<file path="src/rtl/enc4b_rd_if.sv">
// Bundles the symbol-in / code-out handshake of the running-disparity 8b/10b back end.
//   in_valid, in_ready    : upstream handshake
//   abcdei                : 6b sub-block already chosen for the current PD1S6
//   data_buffer           : {S, K, H, G, F} classification word
//   PD1S6                 : running disparity before the 6b sub-block (1 = positive)
//   dout                  : {a,b,c,d,e,i,f,g,h,j}, a is the MSB
//   out_valid, out_ready  : downstream handshake
//   code_err              : illegal 6b disparity for the current running disparity
// slave is the encoder side; master is the surrounding environment.
interface enc4b_rd_if;
  logic       in_valid;
  logic       in_ready;
  logic [5:0] abcdei;
  logic [4:0] data_buffer;
  logic       PD1S6;
  logic [9:0] dout;
  logic       out_valid;
  logic       out_ready;
  logic       code_err;

  modport slave (
    input  in_valid,
    input  abcdei,
    input  data_buffer,
    input  out_ready,
    output in_ready,
    output PD1S6,
    output dout,
    output out_valid,
    output code_err
  );

  modport master (
    output in_valid,
    output abcdei,
    output data_buffer,
    output out_ready,
    input  in_ready,
    input  PD1S6,
    input  dout,
    input  out_valid,
    input  code_err
  );
endinterface

</file>
<file path="src/rtl/enc4b_rd.sv">
// 3b/4b stage of an 8b/10b encoder with running-disparity tracking and a one-entry output
// register.
//   clk   : rising-edge clock
//   reset : synchronous, active-high reset
//   bus   : enc4b_rd_if.slave (symbol in, registered 10b code out, PD1S6 feedback)
// The upstream 5b/6b stage picks abcdei using PD1S6; this block checks that choice, derives
// the disparity after the 6b sub-block (RD6), picks fghj and advances the running disparity.
module enc4b_rd (
  input logic      clk,
  input logic      reset,
  enc4b_rd_if.slave bus
);

  logic       rd_q;
  logic [9:0] dout_q;
  logic       out_valid_q;
  logic       code_err_q;

  logic       accept;
  logic [2:0] n6;
  logic [2:0] n4;
  logic       rd6;
  logic       err6;
  logic       s_bit;
  logic       k_bit;
  logic [2:0] hgf;
  logic [3:0] fghj_base;
  logic [3:0] fghj;
  logic       rd_next;

  assign s_bit = bus.data_buffer[4];
  assign k_bit = bus.data_buffer[3];
  assign hgf   = bus.data_buffer[2:0];

  // Single register stage: a consumed or empty slot can take a new symbol the same cycle.
  assign bus.in_ready = ~out_valid_q | bus.out_ready;
  assign accept       = bus.in_valid & bus.in_ready;

  always_comb begin
    n6 = '0;
    for (int i = 0; i < 6; i++) n6 = n6 + {2'b00, bus.abcdei[i]};
  end

  // Disparity after the 6b sub-block; illegal weights leave RD untouched and flag an error.
  always_comb begin
    rd6  = rd_q;
    err6 = 1'b0;
    if (n6 == 3'd3) begin
      rd6 = rd_q;
    end else if (n6 == 3'd4 && !rd_q) begin
      rd6 = 1'b1;
    end else if (n6 == 3'd2 && rd_q) begin
      rd6 = 1'b0;
    end else begin
      err6 = 1'b1;
    end
  end

  // fghj as seen with RD6 negative.
  always_comb begin
    fghj_base = 4'b0000;
    unique case (hgf)
      3'b000: fghj_base = 4'b1011;
      3'b001: fghj_base = 4'b1001;
      3'b010: fghj_base = 4'b0101;
      3'b011: fghj_base = 4'b1100;
      3'b100: fghj_base = 4'b1101;
      3'b101: fghj_base = 4'b1010;
      3'b110: fghj_base = 4'b0110;
      3'b111: fghj_base = 4'b1110;
      default: fghj_base = 4'b0000;
    endcase
  end

  always_comb begin
    fghj = fghj_base;
    if (hgf == 3'b111 && (s_bit || k_bit)) begin
      // Alternate x.7 avoids a run of five in the combined code.
      fghj = rd6 ? 4'b1000 : 4'b0111;
    end else if (rd6 && (hgf == 3'b000 || hgf == 3'b100 || hgf == 3'b111 ||
                         hgf == 3'b011)) begin
      fghj = ~fghj_base;
    end else if (k_bit && !rd6 && (hgf == 3'b001 || hgf == 3'b010 || hgf == 3'b101 ||
                                   hgf == 3'b110)) begin
      // Control characters use the opposite polarity of the neutral codes.
      fghj = ~fghj_base;
    end
  end

  always_comb begin
    n4 = '0;
    for (int i = 0; i < 4; i++) n4 = n4 + {2'b00, fghj[i]};
    rd_next = (n4 != 3'd2) ? ~rd6 : rd6;
  end

  always_ff @(posedge clk) begin
    if (reset) begin
      rd_q        <= 1'b0;
      dout_q      <= 10'b0;
      out_valid_q <= 1'b0;
      code_err_q  <= 1'b0;
    end else if (accept) begin
      rd_q        <= rd_next;
      dout_q      <= {bus.abcdei, fghj};
      out_valid_q <= 1'b1;
      code_err_q  <= err6;
    end else if (bus.out_ready) begin
      out_valid_q <= 1'b0;
    end
  end

  assign bus.PD1S6     = rd_q;
  assign bus.dout      = dout_q;
  assign bus.out_valid = out_valid_q;
  assign bus.code_err  = code_err_q;

endmodule

</file>
<file path="src/flat_wrapper.sv">
// flat-port wrapper written by rule: the top's interface ports become plain ports
module enc4b_rd_flat 
  (clk, reset, bus_in_valid, bus_abcdei, bus_data_buffer, bus_out_ready, bus_in_ready, bus_PD1S6, bus_dout, bus_out_valid, bus_code_err);
  enc4b_rd_if bus_i ();
  input logic clk;
  input logic reset;
  input wire logic [$bits(bus_i.in_valid)-1:0] bus_in_valid;
  input wire logic [$bits(bus_i.abcdei)-1:0] bus_abcdei;
  input wire logic [$bits(bus_i.data_buffer)-1:0] bus_data_buffer;
  input wire logic [$bits(bus_i.out_ready)-1:0] bus_out_ready;
  output wire logic [$bits(bus_i.in_ready)-1:0] bus_in_ready;
  output wire logic [$bits(bus_i.PD1S6)-1:0] bus_PD1S6;
  output wire logic [$bits(bus_i.dout)-1:0] bus_dout;
  output wire logic [$bits(bus_i.out_valid)-1:0] bus_out_valid;
  output wire logic [$bits(bus_i.code_err)-1:0] bus_code_err;
  assign bus_i.in_valid = bus_in_valid;
  assign bus_i.abcdei = bus_abcdei;
  assign bus_i.data_buffer = bus_data_buffer;
  assign bus_i.out_ready = bus_out_ready;
  assign bus_in_ready = bus_i.in_ready;
  assign bus_PD1S6 = bus_i.PD1S6;
  assign bus_dout = bus_i.dout;
  assign bus_out_valid = bus_i.out_valid;
  assign bus_code_err = bus_i.code_err;
  enc4b_rd u_core (.clk(clk), .reset(reset), .bus(bus_i));
endmodule
</file>
<file path="config.mk">
export PLATFORM = sky130hd
export DESIGN_NAME = enc4b_rd_flat
export DESIGN_NICKNAME = d
export VERILOG_FILES = /design/src/rtl/enc4b_rd_if.sv /design/src/rtl/enc4b_rd.sv /design/src/flat_wrapper.sv
export SDC_FILE = /design/constraint.sdc
export NUM_CORES = 1
export LEC_CHECK = 0
export ABC_AREA = 1
export CAP_MARGIN = 0
export CORE_ASPECT_RATIO = 1.4
export CORE_MARGIN = 2
export CORE_UTILIZATION = 42
export CTS_BUF_LIST = sky130_fd_sc_hd__clkbuf_2
export DETAILED_ROUTE_END_ITERATION = 16
export MAX_ROUTING_LAYER = met4
export PLACE_DENSITY_LB_ADDON = 0.08
export SLEW_MARGIN = 15
export SYNTH_ARGS = -nofsm -noshare
export SYNTH_HDL_FRONTEND = slang
export SYNTH_SLANG_ARGS = --single-unit
export TNS_END_PERCENT = 30
</file>
<file path="constraint.sdc">
create_clock -name clk -period 4.28 [get_ports clk]
set_clock_uncertainty 0.05 [all_clocks]
set_input_delay 0.856 -clock clk [delete_from_list [all_inputs] [get_ports clk]]
set_output_delay 0.856 -clock clk [all_outputs]
set_load 0.02 [all_outputs]
</file>
[After elaboration in Yosys (flattened, before gate mapping)]
Memory sizes are Yosys's and may differ from the RTL's.
Index checks and enable logic that the tools add are counted.
Word-level totals
  memories kept: 1
  logic and storage cells: 59
  bits in registers: 13
  ROM bits: 32
  output and inout port bits: 14
  input bits: 15
Operators by class
  add/subtract/negate cells: 8
  mux-type cells: 13
  reductions and logical operators: 17
  eq/ne operators: 11
  bitwise logic cells: 5
Memory list
  (name not given): words 8, width 4, rd ports 1, clocked after Yosys merged registers in 0, wr ports 0, RTL line enc4b_rd.sv:62  | unique case (hgf)
Operator list (number)
  adder 3 x 1 -> 3 bit: 6
  2-to-1 mux 4 bit: 4
  == test 3 bit (second input constant): 5
  == test 3 x 2 -> 1 bit (second input constant): 4
  2-to-1 mux 1 bit: 9
  logical OR 1 bit: 7
  logical AND 1 bit: 6
  adder 1 x 1 -> 2 bit: 2
  NOT 4 bit: 1
  == test 3 x 1 -> 1 bit (second input constant): 1
  zero test 3 bit: 1
  != test 3 x 2 -> 1 bit (second input constant): 1
  zero test 1 bit: 2
  NOT 1 bit: 2
  nonzero test 2 bit: 1
  bitwise AND 1 bit: 1
  bitwise OR 1 bit: 1

[Depth between registers and ports, before layout]
Gate-level depths: netlist of the first run.
  depth after elaboration: 21
  gate-level depth with buffers: 25
  depth with buffers taken out: 25

[Least setup slack after synthesis of the first run]
No wires, ideal clock.
  kind: input port to flip-flop
  start: input port bus_abcdei[0]
  end: register u_core.rd_q (netlist: u_core.bus.PD1S6)
  buffers on the path: 0
  arrival: 4.387 ns
  cell stages on the path: 23
  setup slack: -0.277 ns
  library setup time: 0.120 ns
  required time: 4.110 ns
  path through: ha_1 > inv_1 > fa_1 > inv_1 > fa_1 > inv_1 > fa_1 > nor2_1 > nand2_1 > nand2_2 > nand3_2 > nand2_4 > xor2_2 > inv_1 > ha_1 > inv_1 > fa_1 > inv_1 > ha_1 > nand2_1 > nor2_1 > xor2_1 > a21oi_1
Between the ends
  longest elaborated chain between the ends: 21
  elaborated cells between the ends (all ways): 27
  classes of those cells: add/sub (8); eq/ne (4); mux (8); bitwise (1); reduce/logical (6)
Ends and longest elaborated chain
  from (decl): RTL line flat_wrapper.sv:8  | input wire logic [$bits(bus_i.abcdei)-1:0] bus_abcdei;
  adder 1 x 1 -> 2 bit *: RTL line enc4b_rd.sv:41  | for (int i = 0; i < 6; i++) n6 = n6 + {2'b00, bus.abcdei[i]};
  adder 3 x 1 -> 3 bit * (4 in series): RTL line enc4b_rd.sv:41
  == test 3 x 2 -> 1 bit: RTL line enc4b_rd.sv:52  | end else if (n6 == 3'd2 && rd_q) begin
  logical AND 1 bit: RTL line enc4b_rd.sv:52
  2-to-1 mux 1 bit: RTL line enc4b_rd.sv:52
  2-to-1 mux 1 bit: RTL line enc4b_rd.sv:50  | end else if (n6 == 3'd4 && !rd_q) begin
  2-to-1 mux 1 bit *: RTL line enc4b_rd.sv:48  | if (n6 == 3'd3) begin
  zero test 1 bit: RTL line enc4b_rd.sv:83  | end else if (k_bit && !rd6 && (hgf == 3'b001 || hgf == 3'b010 || hgf == 3'b101 ||
  logical AND 1 bit (2 in series): RTL line enc4b_rd.sv:83
  2-to-1 mux 4 bit: RTL line enc4b_rd.sv:83
  2-to-1 mux 4 bit: RTL line enc4b_rd.sv:80  | end else if (rd6 && (hgf == 3'b000 || hgf == 3'b100 || hgf == 3'b111 ||
  2-to-1 mux 4 bit *: RTL line enc4b_rd.sv:77  | if (hgf == 3'b111 && (s_bit || k_bit)) begin
  via u_core.fghj[1]: RTL line enc4b_rd.sv:28  | logic [3:0] fghj;
  adder 1 x 1 -> 2 bit *: RTL line enc4b_rd.sv:92  | for (int i = 0; i < 4; i++) n4 = n4 + {2'b00, fghj[i]};
  adder 3 x 1 -> 3 bit * (2 in series): RTL line enc4b_rd.sv:92
  != test 3 x 2 -> 1 bit *: RTL line enc4b_rd.sv:93  | rd_next = (n4 != 3'd2) ? ~rd6 : rd6;
  2-to-1 mux 1 bit *: RTL line enc4b_rd.sv:93
  to (signal assigned): RTL line enc4b_rd.sv:103  | rd_q <= rd_next;
  to (decl): RTL line enc4b_rd.sv:14  | logic rd_q;
The timed path passes the listed nets; every way through them passes the cells marked *.
A chain may end at the register's enable or synchronous reset.

[Final worst setup path of the first run]
Same ends and word-level chain as after synthesis.

==> results of run 1 <==
[metrics by stage]
stage                     instance area [sq um]  hold WS [ps]  setup slack [ps]
final                                      1400           437             -92.9
after global routing                       1400           463              -210
after CTS                                  1360           440              -226
after detailed placement                   1260           422              -930
after global placement                     1260           407              -830
after floorplan                             872           485              -238
[layout by cell type (no fill, tap or decap), types with 3 or more instances in the layout]
master,instances
a21oi_1,9
buf_4,16
clkbuf_2,4
clkdlybuf4s50_1,24
dfxtp_1,13
ha_4,3
inv_1,12
inv_2,9
nand2_1,11
nand2_2,3
nand2_4,6
nand3_2,3
nor2_1,14
o21ai_0,11
[how the worst max path moves through the flow]
stage                                   to  slack [ps]
final                     u_core.bus.PD1S6         -90
after global routing      u_core.bus.PD1S6        -210
after CTS                 u_core.bus.PD1S6        -230
after detailed placement  u_core.bus.PD1S6        -930
after global placement    u_core.bus.PD1S6        -830
after floorplan           u_core.bus.PD1S6        -240
[final cells by class]
cell class / instances / area share, %
Sequential cell: 13 / 18.6
Inverter: 22 / 5.90
Timing Repair Buffer: 44 / 28.9
Multi-Input combinational cell: 78 / 43.3
Tap cell: 21 / 1.88
Clock buffer: 4 / 1.43
[state kept, by name, summed over array words and instances (netlist names)]
signal                count
u_core.bus.code_err       1
u_core.bus.dout          10
u_core.bus.PD1S6          1
u_core.bus.out_valid      1
[worst max-delay path: stages]
cell     delay, ps
buf_8          100
ha_4           250
inv_2           30
fa_1           470
inv_1           50
fa_2           330
inv_2           60
fa_1           430
nor2_1         110
nand2_1         70
nand2_2        120
nand3_4        100
nand2_4        100
xor2_2         190
inv_2           70
ha_4           260
inv_2           30
fa_2           540
nand2_4         60
nor2_4          80
xor2_1         140
a21oi_1         70
[cells by family after synthesis]
family,Yosys count
flip-flops,13
AO/OA/AOI/OAI,22
AND/OR/NAND/NOR,45
buffers and inverters,23
XOR/XNOR,4
adder cells (fa/ha/maj),7
[power by group through the flow]
stage,sequential (W),clock [W],combinational (W)
after detailed placement,0.000148,0,0.000277
final,0.000146,0.0000660,0.000393
after global routing,0.000147,0.0000747,0.000432
after floorplan,0.000165,0,0.000147
after global placement,0.000148,0,0.000267
after CTS,0.000145,0.0000650,0.000324
[what timing repair did]
item	in CTS	in global routing
hold endpoints to repair	0	0
pin swaps	15	12
endpoints found under the setup margin	1	1
resized for setup	26	9
setup buffers	4	1
hold buffers	0	0
[layer usage]
metal | routed length (um) | vias to the layer above | track usage, %
li1 | - | 453 | -
met4 | 34 | 0 | 11.6
met3 | 114 | 3 | 4.36
met2 | 1150 | 28 | 36.3
met1 | 716 | 402 | 17.5
met5 | 0 | - | -
==> impl_metrics.csv, run 1 <==
group,metric,value,unit
clock_network,cts.path.max_buffers,2,
logic_synthesis,synthArstFlopShare,0,%
route,route.vias.total,886,
timing,max_slew_margin,69.6,%
logic_synthesis,yosysTopAreaCellShare,30.0,%
logic_synthesis,synth_nets,136,
timing,final_max_slew_viol_count,0,
logic_synthesis,synth_adder_area_share,13.6,%
critical_path,startpoint,"bus_abcdei[0]",
layout,diodes,0,
route,routed_via_density,4.87,
layout,n_fill_cell,154,
timing,rsz0062_at_grt,"yes",
power,p_clk_share,10.9,%
logic_synthesis,postSynthCellCount,114,
logic_synthesis,yosysSeqAreaShare,30.0,%
critical_path,r2r_slack,1810,ps
logic_synthesis,synth_xor_area_share,5.77,%
power,ir_drop,0.417,mV
clock_network,clock_latency,290,ps
timing,setup-violations-final,1,
layout,area_growth,61.5,%
logic_synthesis,ys_top_cells_by_area,"dfxtp_1 30%, fa_1 9.2%, inv_1 8.7%, nor2_1 6.5%, o21ai_0 6.3%",
layout,nets,184,
timing,tightest_slew,454,ps
global_route,grt_overflow,0,
power,p_sw_share,40.3,%
route,drtIter0Drc,11,
timing,period_minus_slack,4370,ps
logic_synthesis,avgSynthCellArea,7.61,sq um
route,drtAntennaViolNets,0,
critical_path,cp-start-kind,"primary input",
layout,drive_above_1_share,33.5,%
min_path,min_to,"u_core.bus.code_err",
power,switchingPower,0.000244,W
die,die_x,42.4,um
critical_path,r2r_start,"u_core.bus.PD1S6",
global_route,grt_pass1_vias,854,
die,dieArea,2450,sq um
die,core,1950,sq um
route,drt_wl_total,2.02,mm
critical_path,rr_endpoint,"u_core.bus.PD1S6",
logic_synthesis,synth_common_cells,"20 x inv_1, 15 x nor2_1, 13 x dfxtp_1, 13 x nand2_1, 11 x o21ai_0",
power,p_int,0.000361,W
logic_synthesis,yosys-mux-area-fraction,0,%
power,total_power,0.000605,W
logic_synthesis,yosys_warnings,0,
logic_synthesis,synth_edf_count,0,
critical_path,criticalPathCategory,"in -> reg",
logic_synthesis,synth-simple-area-share,27.1,%
logic_synthesis,yosysMostFrequentCell,"inv_1",
die,ios,29,
clock_network,ctsHtreeMaxLevel,1,
global_route,grt_max_degree,20,
critical_path,worstPathArrival,4510,ps
timing,tns,-92.9,ps
min_path,hp-class,"reg -> reg",
global_route,grt_pass1_wl,3.43,mm
timing,fmax,229,MHz
power,p_comb_share,65.0,%
clock_network,cts-root-buf,"clkbuf_2",
clock_network,cts_tree,"built",
layout,regArea,260,sq um
power,powerDensity,432,nW/um^2
layout,multi_input_area,607,sq um
die,die_h,57.8,um
min_path,whs_path_depth,2,
outcome,violations,"setup timing",
route,wl_per_cell,11.1,um
critical_path,cp_max_fo,3,
outcome,status,"complete, but fails checks",
placement,portBuffers,28,
timing,finalCritPeriodShare,102,%
critical_path,r2r_cells,14,
power,seqPwrFrac,24.1,%
logic_synthesis,synth-compound-area-share,13.4,%
timing,setup_slack,-92.9,ps
die,num_rows,19,
logic_synthesis,synth_cell_type_count,23,
logic_synthesis,synth_top_family_by_area,"simple AND/OR/NAND/NOR gates",
route,drc_errors,0,
critical_path,critPathCaptureType,"register",
layout,final_cells,182,
die,start_util,44.5,%
logic_synthesis,ys_ff_latch,13,
placement,routabilityCongestion,0.762,
global_route,track_usage,19.5,%
flow_run,drv_cap,0,
logic_synthesis,yosysTopAreaCell,"dfxtp_1",
logic_synthesis,syn_area,867,sq um
clock_network,cts_buffers,3,
placement,dp.cells,173,
global_route,antenna_found_initial,0,
critical_path,critPathRequiredTime,4420,ps
logic_synthesis,synth_ff_type,"dfxtp_1",
clock_network,clkTransAtPathRegs,120,ps
power,power.leakage,0.654,nW
route,first_pass_iters,4,
clock_network,cts_sinks,13,
min_path,hp-start,"u_core.bus.code_err",
layout,final_core_util,71.8,%
placement,place_hpwl,1.52,mm
timing,hold_viol_final,0,
Power figures use the tool's default switching activity.
==> run 2, diff against run 1 <==
--- a/config.mk
+++ b/config.mk
@@ -6,14 +6,14 @@
 export NUM_CORES = 1
 export LEC_CHECK = 0
 export ABC_AREA = 1
-export CAP_MARGIN = 0
+export CAP_MARGIN = 30
 export CORE_ASPECT_RATIO = 1.4
 export CORE_MARGIN = 2
-export CORE_UTILIZATION = 42
+export CORE_UTILIZATION = 46
 export CTS_BUF_LIST = sky130_fd_sc_hd__clkbuf_2
 export DETAILED_ROUTE_END_ITERATION = 16
 export MAX_ROUTING_LAYER = met4
-export PLACE_DENSITY_LB_ADDON = 0.08
+export PLACE_DENSITY_LB_ADDON = 0.25
 export SLEW_MARGIN = 15
 export SYNTH_ARGS = -nofsm -noshare
 export SYNTH_HDL_FRONTEND = slang
==> constraint.sdc (replaced) <==
create_clock -name clk -period 4.38 [get_ports clk]
set_clock_uncertainty 0.05 [all_clocks]
set_input_delay 0.876 -clock clk [delete_from_list [all_inputs] [get_ports clk]]
set_output_delay 0.876 -clock clk [all_outputs]
set_load 0.02 [all_outputs]
==> run 2 against run 1 <==
Effect of this change:
- the flow still finishes with violations (setup timing)
- cell count decreased by 1.6%
- die area down 8.0%
- clock-buffer cell count unchanged
- register-to-register slack improved by 140 ps
- critical path type unchanged
- highest routed layer unchanged
==> impl_metrics.csv, run 2 (synthesis gave the netlist of run 1 again) <==
group,metric,value,unit
clock_network,cts_sinks,13,
min_path,hp-class,"reg -> reg",
min_path,hp-start,"u_core.bus.code_err",
die,dieArea,2250,sq um
min_path,whs_path_depth,2,
layout,final_cell_mix,"24 x clkdlybuf4s50_1, 14 x buf_4, 13 x nor2_1, 13 x dfxtp_1, 12 x inv_1",
critical_path,critPathCaptureType,"register",
power,p_sw_share,41.7,%
critical_path,slowest_delay,540,ps
layout,drive_above_1_share,34.0,%
timing,max_slew_margin,68.5,%
critical_path,r2r_start,"u_core.bus.PD1S6",
timing,setup_slack,-43.1,ps
global_route,track_usage,23.5,%
power,powerDensity,430,nW/um^2
timing,hold_viol_final,0,
timing,setup-violations-final,1,
clock_network,cts.path.max_buffers,2,
route,first_pass_iters,4,
layout,nets,182,
global_route,antenna_found_initial,0,
clock_network,cts-root-buf,"clkbuf_2",
power,p_int,0.000350,W
global_route,grt_overflow,0,
clock_network,clkTransAtPathRegs,140,ps
critical_path,path_delay_family,"adder cells",
global_route,grt_max_degree,20,
critical_path,criticalPathCategory,"in -> reg",
die,die_x,40.7,um
critical_path,cp_max_fo,3,
timing,final_max_slew_viol_count,0,
power,power.leakage,0.645,nW
layout,final_common_cell,"clkdlybuf4s50_1",
critical_path,rr_endpoint,"u_core.bus.PD1S6",
route,route.vias.total,906,
route,drc_errors,0,
critical_path,crit_chain,"buf_6, ha_4, inv_2, fa_1, inv_2, fa_2, inv_2, fa_2, nor2_4, nand2_2, nand2_4, nand2_4, nand2_4, nand4_1, nand3_2, inv_1, ha_4, inv_2, fa_2, nand2_4, nor2_4, xor2_1, a21oi_1",
die,ios,29,
timing,fmax,226,MHz
die,start_util,48.7,%
clock_network,cts_buffers,3,
die,core,1780,sq um
critical_path,critPathRequiredTime,4520,ps
route,drtIter0Drc,10,
clock_network,holdBufCountCts,0,
route,wl_per_cell,12.7,um
power,p_clk_share,11.1,%
critical_path,cp_slowest_cell,"fa_2",
power,p_comb_share,65.1,%
layout,area_growth,60.9,%
outcome,status,"complete, but fails checks",
min_path,min_to,"u_core.bus.code_err",
global_route,grt_pass1_vias,892,
outcome,violations,"setup timing",
timing,period_minus_slack,4420,ps
power,seqPwrFrac,23.8,%
critical_path,worstPathArrival,4560,ps
clock_network,cts_tree,"built",
clock_network,ctsHtreeMaxLevel,1,
power,switchingPower,0.000251,W
timing,rsz0062_at_grt,"yes",
power,ir_drop,0.328,mV
critical_path,cp-start-kind,"primary input",
layout,diodes,0,
route,drtAntennaViolNets,0,
critical_path,r2r_cells,13,
route,routed_via_density,5.06,
timing,finalCritPeriodShare,101,%
route,drt_wl_total,2.27,mm
global_route,grt_pass1_wl,3.58,mm
layout,largest_register_ffs,10,
flow_run,drv_cap,0,
clock_network,clock_latency,290,ps
die,num_rows,18,
critical_path,path_buf_inv,6,
timing,tns,-43.1,ps
placement,routabilityCongestion,0.784,
layout,final_core_util,78.4,%
placement,place_hpwl,1.55,mm
placement,portBuffers,28,
timing,tightest_slew,469,ps
die,die_h,55.4,um
critical_path,r2r_slack,1950,ps
run 2: changes by cell type in the layout (fill, tap and decap cells not counted), sizes merged:
cell,before,now
buf,18,16
run 2: how the worst max path moves through the flow:
stage,from,to,slack (ps),depth (start not counted)
after floorplan,bus_abcdei[0],u_core.bus.PD1S6,-160,23
after global placement,bus_abcdei[1],u_core.bus.PD1S6,-750,22
after detailed placement,bus_abcdei[0],u_core.bus.PD1S6,-800,22
after CTS,bus_abcdei[0],u_core.bus.PD1S6,-110,25
after global routing,bus_abcdei[0],u_core.bus.PD1S6,-230,25
final,bus_abcdei[0],u_core.bus.PD1S6,-40,23
run 2: cell type report:
cell class                 instances  area, sq um
tap                               20         25.0
timing repair buffer              42          385
inverter                          22         82.6
fill                             135          384
multi-input combinational         78          622
sequential                        13          260
clock buffer                       4         20.0
run 2: worst register-to-register path: stages, from the launching register on:
cell and delay, ps:
dfxtp_1 390, nor2_1 180, nand3_2 120, nand3_4 110
nand2_4 70, xor2_2 150, inv_2 60, ha_4 260
inv_2 30, fa_2 540, nand2_4 60, nor2_4 80
xor2_1 140, a21oi_1 70
run 2: power groups by stage:
stage,Sequential [W],Combinational [W],Clock (W)
after global routing,0.000144,0.000429,0.0000722
after CTS,0.000142,0.000324,0.0000665
after detailed placement,0.000144,0.000257,0
final,0.000143,0.000391,0.0000667
after floorplan,0.000161,0.000144,0
after global placement,0.000143,0.000247,0
run 2: stage by stage:
step                      cell area, sq um  hold WS, ps  instances  setup slack, ps  power, W
after detailed placement              1230          423        169             -804  0.000401
final                                 1400          444        179            -43.1  0.000600
after CTS                             1340          440        179             -107  0.000532
after global placement                1230          407        169             -748  0.000390
after global routing                  1400          484        179             -231  0.000646
after floorplan                        872          485        114             -158  0.000305
run 2: what timing repair did:
item                       4_1_cts  5_1_grt
cloned                           0        0
setup buffers                    6        0
setup endpoints to repair        1        1
gates resized for setup         23       13
pin swaps                       14       10
run 2: routing by layer:
| layer | up-vias | track usage [%] | part of all wire (%) |
|---|---|---|---|
| met5 | - | - | 0 |
| met4 | 0 | 11.4 | 1.9 |
| met3 | 6 | 4.02 | 4.6 |
| met2 | 33 | 42.6 | 57 |
| met1 | 418 | 20.7 | 37 |
| li1 | 449 | - | - |
